--- src/rtl/ifetch_if.sv ---
// Fetch-stage bus: ROB redirect/training, JALR resolve, I-cache request/response
// and decoder hand-off. "master" is the fetch side, "slave" the environment.
interface ifetch_if #(
    parameter int BHT_BITS = 8
);
    logic                rdy_in;
    logic                rob_clear;
    logic [31:0]         new_pc;
    logic                is_b_res;
    logic [BHT_BITS-1:0] b_res_pc_part;
    logic                b_res_jmp;
    logic                jalr_resolved;
    logic [31:0]         jalr_target;
    logic                ic_req;
    logic [31:0]         ic_addr;
    logic                ic_ready;
    logic [31:0]         ic_ins;
    logic                dec_stall;
    logic                if_valid;
    logic [31:0]         if_ins;
    logic [31:0]         if_pc;
    logic                if_pred_jmp;

    modport master (
        input  rdy_in, rob_clear, new_pc, is_b_res, b_res_pc_part, b_res_jmp,
               jalr_resolved, jalr_target, ic_ready, ic_ins, dec_stall,
        output ic_req, ic_addr, if_valid, if_ins, if_pc, if_pred_jmp
    );

    modport slave (
        output rdy_in, rob_clear, new_pc, is_b_res, b_res_pc_part, b_res_jmp,
               jalr_resolved, jalr_target, ic_ready, ic_ins, dec_stall,
        input  ic_req, ic_addr, if_valid, if_ins, if_pc, if_pred_jmp
    );
endinterface

--- src/rtl/ifetch.sv ---
// Instruction fetch: one outstanding I-cache request, predecode with a 2-bit
// BHT for branches, JALR stall until resolve, and ROB flush redirect.
module ifetch #(
    parameter int BHT_BITS = 8
) (
    input  logic     clk_in,
    input  logic     rst_in,
    ifetch_if.master bus
);
    localparam int         BHT_N     = 1 << BHT_BITS;
    localparam logic [6:0] OP_JAL    = 7'b1101111;
    localparam logic [6:0] OP_BRANCH = 7'b1100011;
    localparam logic [6:0] OP_JALR   = 7'b1100111;

    typedef enum logic [2:0] {S_REQ, S_WAIT, S_ISSUE, S_STUCK, S_DROP} state_e;

    state_e      state_q, state_d;
    logic [31:0] pc_q, pc_d;
    logic [31:0] pred_pc_q, pred_pc_d;
    logic        jalr_q, jalr_d;
    logic        if_valid_q, if_valid_d;
    logic [31:0] if_ins_q, if_ins_d;
    logic [31:0] if_pc_q, if_pc_d;
    logic        if_pred_q, if_pred_d;
    logic [1:0]  bht_q [BHT_N];

    logic [6:0]  opc;
    logic [31:0] j_imm, b_imm, pd_pc;
    logic        pd_jmp;
    logic [1:0]  bht_rd;

    // Predecode of the word arriving from the cache; pc_q is its address.
    always_comb begin
        opc    = bus.ic_ins[6:0];
        j_imm  = {{12{bus.ic_ins[31]}}, bus.ic_ins[19:12], bus.ic_ins[20],
                  bus.ic_ins[30:21], 1'b0};
        b_imm  = {{20{bus.ic_ins[31]}}, bus.ic_ins[7], bus.ic_ins[30:25],
                  bus.ic_ins[11:8], 1'b0};
        bht_rd = bht_q[pc_q[BHT_BITS:1]];
        pd_pc  = pc_q + 32'd4;
        pd_jmp = 1'b0;
        case (opc)
            OP_JAL: begin
                pd_pc  = pc_q + j_imm;
                pd_jmp = 1'b1;
            end
            OP_BRANCH: begin
                if (bht_rd[1]) begin
                    pd_pc  = pc_q + b_imm;
                    pd_jmp = 1'b1;
                end
            end
            default: ;
        endcase
    end

    always_comb begin
        state_d    = state_q;
        pc_d       = pc_q;
        pred_pc_d  = pred_pc_q;
        jalr_d     = jalr_q;
        if_valid_d = if_valid_q;
        if_ins_d   = if_ins_q;
        if_pc_d    = if_pc_q;
        if_pred_d  = if_pred_q;
        if (bus.rob_clear) begin
            // A request issued but not yet answered must be swallowed in DROP.
            pc_d       = bus.new_pc;
            if_valid_d = 1'b0;
            case (state_q)
                S_REQ:          state_d = S_DROP;
                S_WAIT, S_DROP: state_d = bus.ic_ready ? S_REQ : S_DROP;
                default:        state_d = S_REQ;
            endcase
        end else begin
            case (state_q)
                S_REQ: state_d = S_WAIT;
                S_WAIT: begin
                    if (bus.ic_ready) begin
                        state_d    = S_ISSUE;
                        if_valid_d = 1'b1;
                        if_ins_d   = bus.ic_ins;
                        if_pc_d    = pc_q;
                        if_pred_d  = pd_jmp;
                        pred_pc_d  = pd_pc;
                        jalr_d     = (opc == OP_JALR);
                    end
                end
                S_ISSUE: begin
                    if (!bus.dec_stall) begin
                        if_valid_d = 1'b0;
                        if (jalr_q) begin
                            state_d = S_STUCK;
                        end else begin
                            pc_d    = pred_pc_q;
                            state_d = S_REQ;
                        end
                    end
                end
                S_STUCK: begin
                    if (bus.jalr_resolved) begin
                        pc_d    = bus.jalr_target;
                        state_d = S_REQ;
                    end
                end
                S_DROP:  if (bus.ic_ready) state_d = S_REQ;
                default: state_d = S_REQ;
            endcase
        end
    end

    always_ff @(posedge clk_in or negedge rst_in) begin
        if (!rst_in) begin
            state_q    <= S_REQ;
            pc_q       <= '0;
            pred_pc_q  <= '0;
            jalr_q     <= 1'b0;
            if_valid_q <= 1'b0;
            if_ins_q   <= '0;
            if_pc_q    <= '0;
            if_pred_q  <= 1'b0;
        end else if (bus.rdy_in) begin
            state_q    <= state_d;
            pc_q       <= pc_d;
            pred_pc_q  <= pred_pc_d;
            jalr_q     <= jalr_d;
            if_valid_q <= if_valid_d;
            if_ins_q   <= if_ins_d;
            if_pc_q    <= if_pc_d;
            if_pred_q  <= if_pred_d;
        end
    end

    // Training follows ROB commits only; fetch state and flush do not matter.
    always_ff @(posedge clk_in or negedge rst_in) begin
        if (!rst_in) begin
            for (int i = 0; i < BHT_N; i++) bht_q[i] <= 2'b01;
        end else if (bus.rdy_in && bus.is_b_res) begin
            if (bus.b_res_jmp) begin
                if (bht_q[bus.b_res_pc_part] != 2'b11)
                    bht_q[bus.b_res_pc_part] <= bht_q[bus.b_res_pc_part] + 2'd1;
            end else if (bht_q[bus.b_res_pc_part] != 2'b00) begin
                bht_q[bus.b_res_pc_part] <= bht_q[bus.b_res_pc_part] - 2'd1;
            end
        end
    end

    // The request is decoded from the state register so the first pulse lands
    // in the first ready cycle after reset; gating with rdy_in keeps a held
    // REQ from looking like a second request to the cache.
    assign bus.ic_req      = rst_in & bus.rdy_in & (state_q == S_REQ);
    assign bus.ic_addr     = pc_q;
    assign bus.if_valid    = if_valid_q;
    assign bus.if_ins      = if_ins_q;
    assign bus.if_pc       = if_pc_q;
    assign bus.if_pred_jmp = if_pred_q;
endmodule

--- src/flat_wrapper.sv ---
// flat-port wrapper written by rule: the top's interface ports become plain ports
module ifetch_flat 
#(
    parameter int BHT_BITS = 8
)
  (clk_in, rst_in, bus_rdy_in, bus_rob_clear, bus_new_pc, bus_is_b_res, bus_b_res_pc_part, bus_b_res_jmp, bus_jalr_resolved, bus_jalr_target, bus_ic_ready, bus_ic_ins, bus_dec_stall, bus_ic_req, bus_ic_addr, bus_if_valid, bus_if_ins, bus_if_pc, bus_if_pred_jmp);
  ifetch_if #(.BHT_BITS(BHT_BITS)) bus_i ();
  input  logic clk_in;
  input  logic rst_in;
  input wire logic [$bits(bus_i.rdy_in)-1:0] bus_rdy_in;
  input wire logic [$bits(bus_i.rob_clear)-1:0] bus_rob_clear;
  input wire logic [$bits(bus_i.new_pc)-1:0] bus_new_pc;
  input wire logic [$bits(bus_i.is_b_res)-1:0] bus_is_b_res;
  input wire logic [$bits(bus_i.b_res_pc_part)-1:0] bus_b_res_pc_part;
  input wire logic [$bits(bus_i.b_res_jmp)-1:0] bus_b_res_jmp;
  input wire logic [$bits(bus_i.jalr_resolved)-1:0] bus_jalr_resolved;
  input wire logic [$bits(bus_i.jalr_target)-1:0] bus_jalr_target;
  input wire logic [$bits(bus_i.ic_ready)-1:0] bus_ic_ready;
  input wire logic [$bits(bus_i.ic_ins)-1:0] bus_ic_ins;
  input wire logic [$bits(bus_i.dec_stall)-1:0] bus_dec_stall;
  output wire logic [$bits(bus_i.ic_req)-1:0] bus_ic_req;
  output wire logic [$bits(bus_i.ic_addr)-1:0] bus_ic_addr;
  output wire logic [$bits(bus_i.if_valid)-1:0] bus_if_valid;
  output wire logic [$bits(bus_i.if_ins)-1:0] bus_if_ins;
  output wire logic [$bits(bus_i.if_pc)-1:0] bus_if_pc;
  output wire logic [$bits(bus_i.if_pred_jmp)-1:0] bus_if_pred_jmp;
  assign bus_i.rdy_in = bus_rdy_in;
  assign bus_i.rob_clear = bus_rob_clear;
  assign bus_i.new_pc = bus_new_pc;
  assign bus_i.is_b_res = bus_is_b_res;
  assign bus_i.b_res_pc_part = bus_b_res_pc_part;
  assign bus_i.b_res_jmp = bus_b_res_jmp;
  assign bus_i.jalr_resolved = bus_jalr_resolved;
  assign bus_i.jalr_target = bus_jalr_target;
  assign bus_i.ic_ready = bus_ic_ready;
  assign bus_i.ic_ins = bus_ic_ins;
  assign bus_i.dec_stall = bus_dec_stall;
  assign bus_ic_req = bus_i.ic_req;
  assign bus_ic_addr = bus_i.ic_addr;
  assign bus_if_valid = bus_i.if_valid;
  assign bus_if_ins = bus_i.if_ins;
  assign bus_if_pc = bus_i.if_pc;
  assign bus_if_pred_jmp = bus_i.if_pred_jmp;
  ifetch #(.BHT_BITS(BHT_BITS)) u_core (.clk_in(clk_in), .rst_in(rst_in), .bus(bus_i));
endmodule
--- config.mk ---
export PLATFORM = sky130hd
export DESIGN_NAME = ifetch_flat
export DESIGN_NICKNAME = d
export VERILOG_FILES = /design/src/rtl/ifetch_if.sv /design/src/rtl/ifetch.sv /design/src/flat_wrapper.sv
export SDC_FILE = /design/constraint.sdc
export NUM_CORES = 2
export LEC_CHECK = 0
export CAP_MARGIN = 30
export CORE_UTILIZATION = 65
export DETAILED_ROUTE_END_ITERATION = 10
export PLACE_DENSITY_LB_ADDON = 0.1
export SLEW_MARGIN = 5
export SYNTH_ARGS = -nofsm -noshare
export SYNTH_HDL_FRONTEND = slang
export SYNTH_SLANG_ARGS = --single-unit
--- constraint.sdc ---
create_clock -name clk_in -period 10.5 [get_ports clk_in]
set_clock_uncertainty 0.15 [all_clocks]
set_input_delay 2.1 -clock clk_in [delete_from_list [all_inputs] [get_ports clk_in]]
set_output_delay 2.1 -clock clk_in [all_outputs]
set_load 0.005 [all_outputs]
; ---- Word-level counts from Yosys, hierarchy flattened
; Cells that the tools add are included.
; Widths: inputs -> output; s select.
[op_classes]
bitwise_logic = 5
n_reduce_logical = 13
mux = 35
n_eq_ne = 14
add_sub_neg = 5
magnitude_cmp = 3
[op_table]
columns = operator, count
row1 = $mux 512, 3
row2 = $bwmux 512, 2
row3 = $mux 32, 5
row4 = $pmux 32 s2, 2
row5 = $add 32x32->32, 2
row6 = $add 32x3->32 const B, 1
row7 = $bmux 2 s8, 2
row8 = $eq 7x7->1 const B, 3
row9 = $ge 9x9->1 const B, 2
row10 = $mux 3, 6
row11 = $not 8->9, 2
row12 = $demux 2 s8, 1
row13 = $ne 3x3->1 const B, 5
row14 = $pmux 3 s5, 1
row15 = $mux 2, 6
row16 = $reduce_and 5->1, 2
row17 = $lt 9x1->1 const B, 1
row18 = $reduce_and 4->1, 2
row19 = $eq 3x2->1 const B, 2
row20 = $pmux 3 s2, 1
row21 = $reduce_bool 3->1, 2
row22 = $mux 1, 4
row23 = $pmux 1 s2, 2
row24 = $reduce_bool 2->1, 2
row25 = other kinds (12), 14
[totals]
output_inout_bits = 99
register_bits = 646

; ---- Depth between registers and ports, before layout
[depth]
depth_word = 8
mapped_depth = 21
depth_no_buf = 16

; ---- Worst setup path after synthesis
; Ideal clock, no wire load.
[synth_path]
kind = input -> register
from = in bus_b_res_pc_part[0]
to = reg u_core.bht_q[511] (netlist name)
cell_stages = 17
setup_ps = 130
path_slack_ps = 3340
t_required_ps = 10220
path_buffers = 5
arrival_ps = 6880
path_cell_list = clkbuf_1 > buf_2 > buf_2 > buf_2 > mux4_2 > mux4_2 > mux4_2 > mux4_2 > ha_1 > mux2i_1 > nand3_1 > or3_1 > nor3_1 > clkbuf_1 > nand2_1 > nand2_1 > o21ai_0
[synth_via]
elab_chain_cells = 8
word_cells_on_any_way = 21
classes_between = add/sub (2) / order compare (2) / eq/ne (2) / mux (10) / bitwise (1) / reduce/logical (4)
[synth_lines]
columns = element, line
row1 = "start, declared", flat_wrapper.sv:14  ; input wire logic [$bits(bus_i.b_res_pc_part)-1:0] bus_b_res_pc_part;
row2 = $not 8->9 (implied by the code) *, n/a
row3 = $bmux 2 s8 (tied with other cells), n/a
row4 = $mux 2 (implied by the code) / $logic_and 1x1->1 (equally long branches), n/a
row5 = $mux 2 (on tied branches), n/a
row6 = $sub 2x1->2 (tied with other cells), ifetch.sv:143  ; bht_q[bus.b_res_pc_part] <= bht_q[bus.b_res_pc_part] - 2'd1;
row7 = $bwmux 512 (on tied branches), "ifetch.sv:143, ifetch.sv:141"
row8 = $mux 512 (on tied branches), "ifetch.sv:142, ifetch.sv:140"
row9 = $mux 512, ifetch.sv:139  ; if (bus.b_res_jmp) begin
row10 = "end signal, assigned by index", ifetch.sv:141  ; bht_q[bus.b_res_pc_part] <= bht_q[bus.b_res_pc_part] + 2'd1;
row11 = "end signal, assigned by index", ifetch.sv:143
row12 = "end, declared", ifetch.sv:25  ; logic [1:0] bht_q [BHT_N];
; Mark *: on every way between the ends. The rest lies on a longest branch, timed or not. The select of a mux whose other input is x is not followed.
; A chain may end at the register's enable or synchronous reset.

; ---- Final worst setup path
[layout_path]
from = in bus_b_res_pc_part[1]
to = reg u_core.bht_q[55] (netlist name)
; Same word-level chain as after synthesis.

==> impl_metrics.yaml <==
status:
  status: "completed"
clock_network:
  cts_setup_buffers: 0
  cts.repair.resized: 0
  clkTransAtPathRegs_ns: 0.06
  clk_path_buf_depth: 3
  tritoncts: "yes"
  clock-sinks: 645
  htree_levels: 3
  clk_latency_ns: 0.64
  root_buffer: "clkbuf_16"
  cts_buffers: 69
  ctsHoldBuffers: 0
global_route:
  track_usage_pct: 39.7
  first_global_vias: 28400
  grt_max_degree: 134
  antenna_found_initial: 2
  overflow: 0
  grt_pass1_wl_mm: 165
worst_setup_path:
  crit_arrival_ns: 7.84
  regToRegSetupSlack_ns: 5.28
  crit_type: "in -> reg"
  worst_ep_required_time_ns: 10.87
  r2r-start: "u_core.bus.ic_addr[1]$_DFFE_PN0P_"
  worst_setup_path_start_kind: "primary input"
  rr_endpoint: "u_core.pred_pc_q[23]$_DFFE_PN0P_"
  r2r_cells: 12
  end_kind: "flip-flop"
  cp_max_fo: 83
placement:
  dp.final_hpwl_mm: 71.4
  pre_cts_slack_ns: 1.99
  gp_routability_congestion: 0.938
  port_buffers: 211
timing:
  setup_ws_ns: 3.02
  fin_setup_tns_ns: 0
  min_period_over_period_pct: 71.2
  period_minus_slack_ns: 7.48
  setup_viol: 0
  drv_slew: 0
  worstMarginPinSlew_ns: 1.06
  fmax_mhz: 134
  hold_viol_final: 0
  slew_headroom_pct: 29.5
  rsz0062_at_grt: "false"
hold_path:
  hold_depth: 2
  holdPathEnd: "u_core.bus.if_pc[18]$_DFFE_PN0P_"
  hp-class: "reg -> reg"
  holdCritStartpoint: "u_core.bus.if_pc[18]$_DFFE_PN0P_"
detailed_routing:
  vias: 28800
  drt_iter0_drc: 3056
  drcViolationCount: 0
  drt_pre_antenna_iters: 7
  routedWlPerCell_um: 25.0
  wirelength_mm: 108
  drt-vias-per-instance: 6.68
  detail-route-antenna-nets: 0
power:
  intPower_mw: 5.00
  power_frac_clock_pct: 34.1
  power.leakage_nw: 16.8
  peakVddDrop_mv: 0.147
  p_sw_share_pct: 31.4
  power_switching_mw: 2.29
  p_seq_share_pct: 41.2
  power_density_nw_per_um2: 180
  power_frac_comb_pct: 24.7
finish:
  synthToLayoutAreaGrowth_pct: 15.1
  num_antenna_cells: 0
  final_net_count: 3720
  drive_above_1_share_pct: 23.0
synth:
  yosysWarnings: 0
  syn_area_um2: 35200
  synth_area_per_cell_um2: 10.3
  ys_seq_elements: 645
  synth_nets: 3567
  synth_edf_count: 0
  synth_ff_type: "dfrtp_1"
  synth_seq_area_share_pct: 46.8
  synth_cell_types: 71
  syn_inst: 3406
  async_flop_share_pct: 100
floorplan:
  die-area_um2: 55000
  initial_core_util_pct: 66.4
  ioPinCount: 212
  fp.coreArea_um2: 53000
  rows: 84
  die_h_um: 235
  die_w_um: 235
flow_run:
  cap_violations: 0
[routing by layer]
metal | global-route usage [%] | routed length [um] | vias to the layer above
met5 | 0 | 28 | -
met4 | 21.7 | 6250 | 4
met3 | 9.30 | 9990 | 414
met2 | 62.2 | 50800 | 1655
met1 | 51.5 | 40700 | 14300
li1 | - | - | 12400
[synth_stat cells (4+ instances only)]
master	n	area (um^2)
a31oi_1	11	68.8
mux4_2	225	5070
o21ai_0	407	2040
buf_4	5	37.5
o221ai_1	4	35.0
ha_1	46	576
a21o_1	20	150
clkbuf_1	154	578
nand3_1	35	175
o21a_1	8	60.1
buf_2	23	115
nor2_1	284	1070
a21oi_1	164	821
o22ai_1	13	81.3
or3_1	5	31.3
o2111ai_1	6	52.6
nand2b_1	19	119
o211ai_1	5	37.5
xnor2_1	45	394
xor2_1	35	307
a21boi_0	4	30.0
mux2i_1	73	731
inv_1	22	82.6
nand2_1	797	2990
buf_6	6	67.6
nor3_1	32	160
o31ai_1	10	75.1
a221oi_1	12	105
o21bai_1	6	45.0
o22a_1	5	43.8
and3_1	17	106
dfstp_2	256	6730
dfrtp_1	389	9730
mux2_2	139	1570
nand4_1	12	75.1
nor2b_1	14	87.6
a211oi_1	14	105
buf_1	22	82.6
and2_1	10	62.6
a22oi_1	5	37.5
[power groups by stage]
stage          logic, mW  clock network [mW]  registers, mW
2_1_floorplan       1.06                   0           2.94
3_3_place_gp        1.72                   0           3.03
3_5_place_dp        1.76                   0           3.04
4_1_cts             1.77                2.50           3.00
5_1_grt             1.95                2.60           3.03
6_report            1.80                2.49           3.01
[worst max path at each step]
stage,from,endpoint,slack (ns),cells past startpoint
6_report,bus_b_res_pc_part[1],u_core.bht_q[55]$_DFFE_PN0P_,3.02,16
5_1_grt,bus_b_res_pc_part[0],u_core.bht_q[23]$_DFFE_PN0P_,2.82,16
4_1_cts,bus_b_res_pc_part[0],u_core.bht_q[55]$_DFFE_PN0P_,2.61,16
3_5_place_dp,bus_b_res_pc_part[0],u_core.bht_q[37]$_DFFE_PN0P_,1.99,16
3_3_place_gp,bus_b_res_pc_part[0],u_core.bht_q[383]$_DFFE_PN0P_,2.01,17
2_1_floorplan,bus_b_res_pc_part[0],u_core.bht_q[511]$_DFFE_PN0P_,3.34,17
[layout by cell type, fill, tap and decap left out, types with 19 or more instances in the layout]
| cell type | synthesis | layout |
|---|---|---|
| a21o_1 | 20 | 20 |
| a21oi_1 | 164 | 164 |
| buf_4 | 5 | 58 |
| clkbuf_1 | 154 | 21 |
| clkbuf_16 | 0 | 71 |
| clkdlybuf4s50_1 | 0 | 205 |
| dfrtp_1 | 389 | 386 |
| dfstp_2 | 256 | 256 |
| ha_1 | 46 | 46 |
| inv_1 | 22 | 22 |
| mux2_2 | 139 | 139 |
| mux2i_1 | 73 | 73 |
| mux4_2 | 225 | 225 |
| nand2_1 | 797 | 796 |
| nand2b_1 | 19 | 19 |
| nand3_1 | 35 | 35 |
| nor2_1 | 284 | 281 |
| nor3_1 | 32 | 32 |
| o21ai_0 | 407 | 407 |
| xnor2_1 | 45 | 44 |
| xor2_1 | 35 | 34 |
[cell families after synthesis]
family	synth area share, %
adders and majority gates	1.75
xor gates and xnor gates	1.99
and+or+nand+nor	14.2
buffers and inverters	2.76
muxes	20.9
AOI/OAI and AO/OA	11.6
DFF	46.8
[area by class of cell]
class                   instances  area [um^2]
well taps                     688          861
clock buffers                 106         2050
fillers                      3380        12500
repair buffers                292         2970
multi-input cells            2527        17800
inverters                      24         95.1
flip-flops and latches        645        16500
clock inverters                22          260
[worst max-delay path, cell delays in order]
cell and delay, ns:
buf_6 0.67, buf_4 0.54, mux4_2 0.42, mux4_2 0.57, mux4_2 0.55, nand2_1 0.10
nand2_1 0.09, a221oi_4 0.29, inv_6 0.11, ha_1 0.23, mux2i_1 0.13, nand3_1 0.14
nor2_1 0.19, nand4_1 0.73, nor2_1 0.48, mux2_2 0.38
[stage by stage]
step / hold WS [ns] / utilization (%) / total power [mW] / std cells / cell area, um^2
after floorplan: 0.300 / - / 4.00 / 3406 / 35200
after global placement: 0.307 / 71.3 / 4.74 / 4151 / 37800
after detailed placement: 0.313 / 71.6 / 4.80 / 4165 / 37900
after CTS: 0.327 / 75.9 / 7.27 / 4293 / 40200
after global routing: 0.335 / 76.4 / 7.58 / 4304 / 40500
final: 0.319 / 76.4 / 7.29 / 4304 / 40500
(Power assumes the default switching activity.)
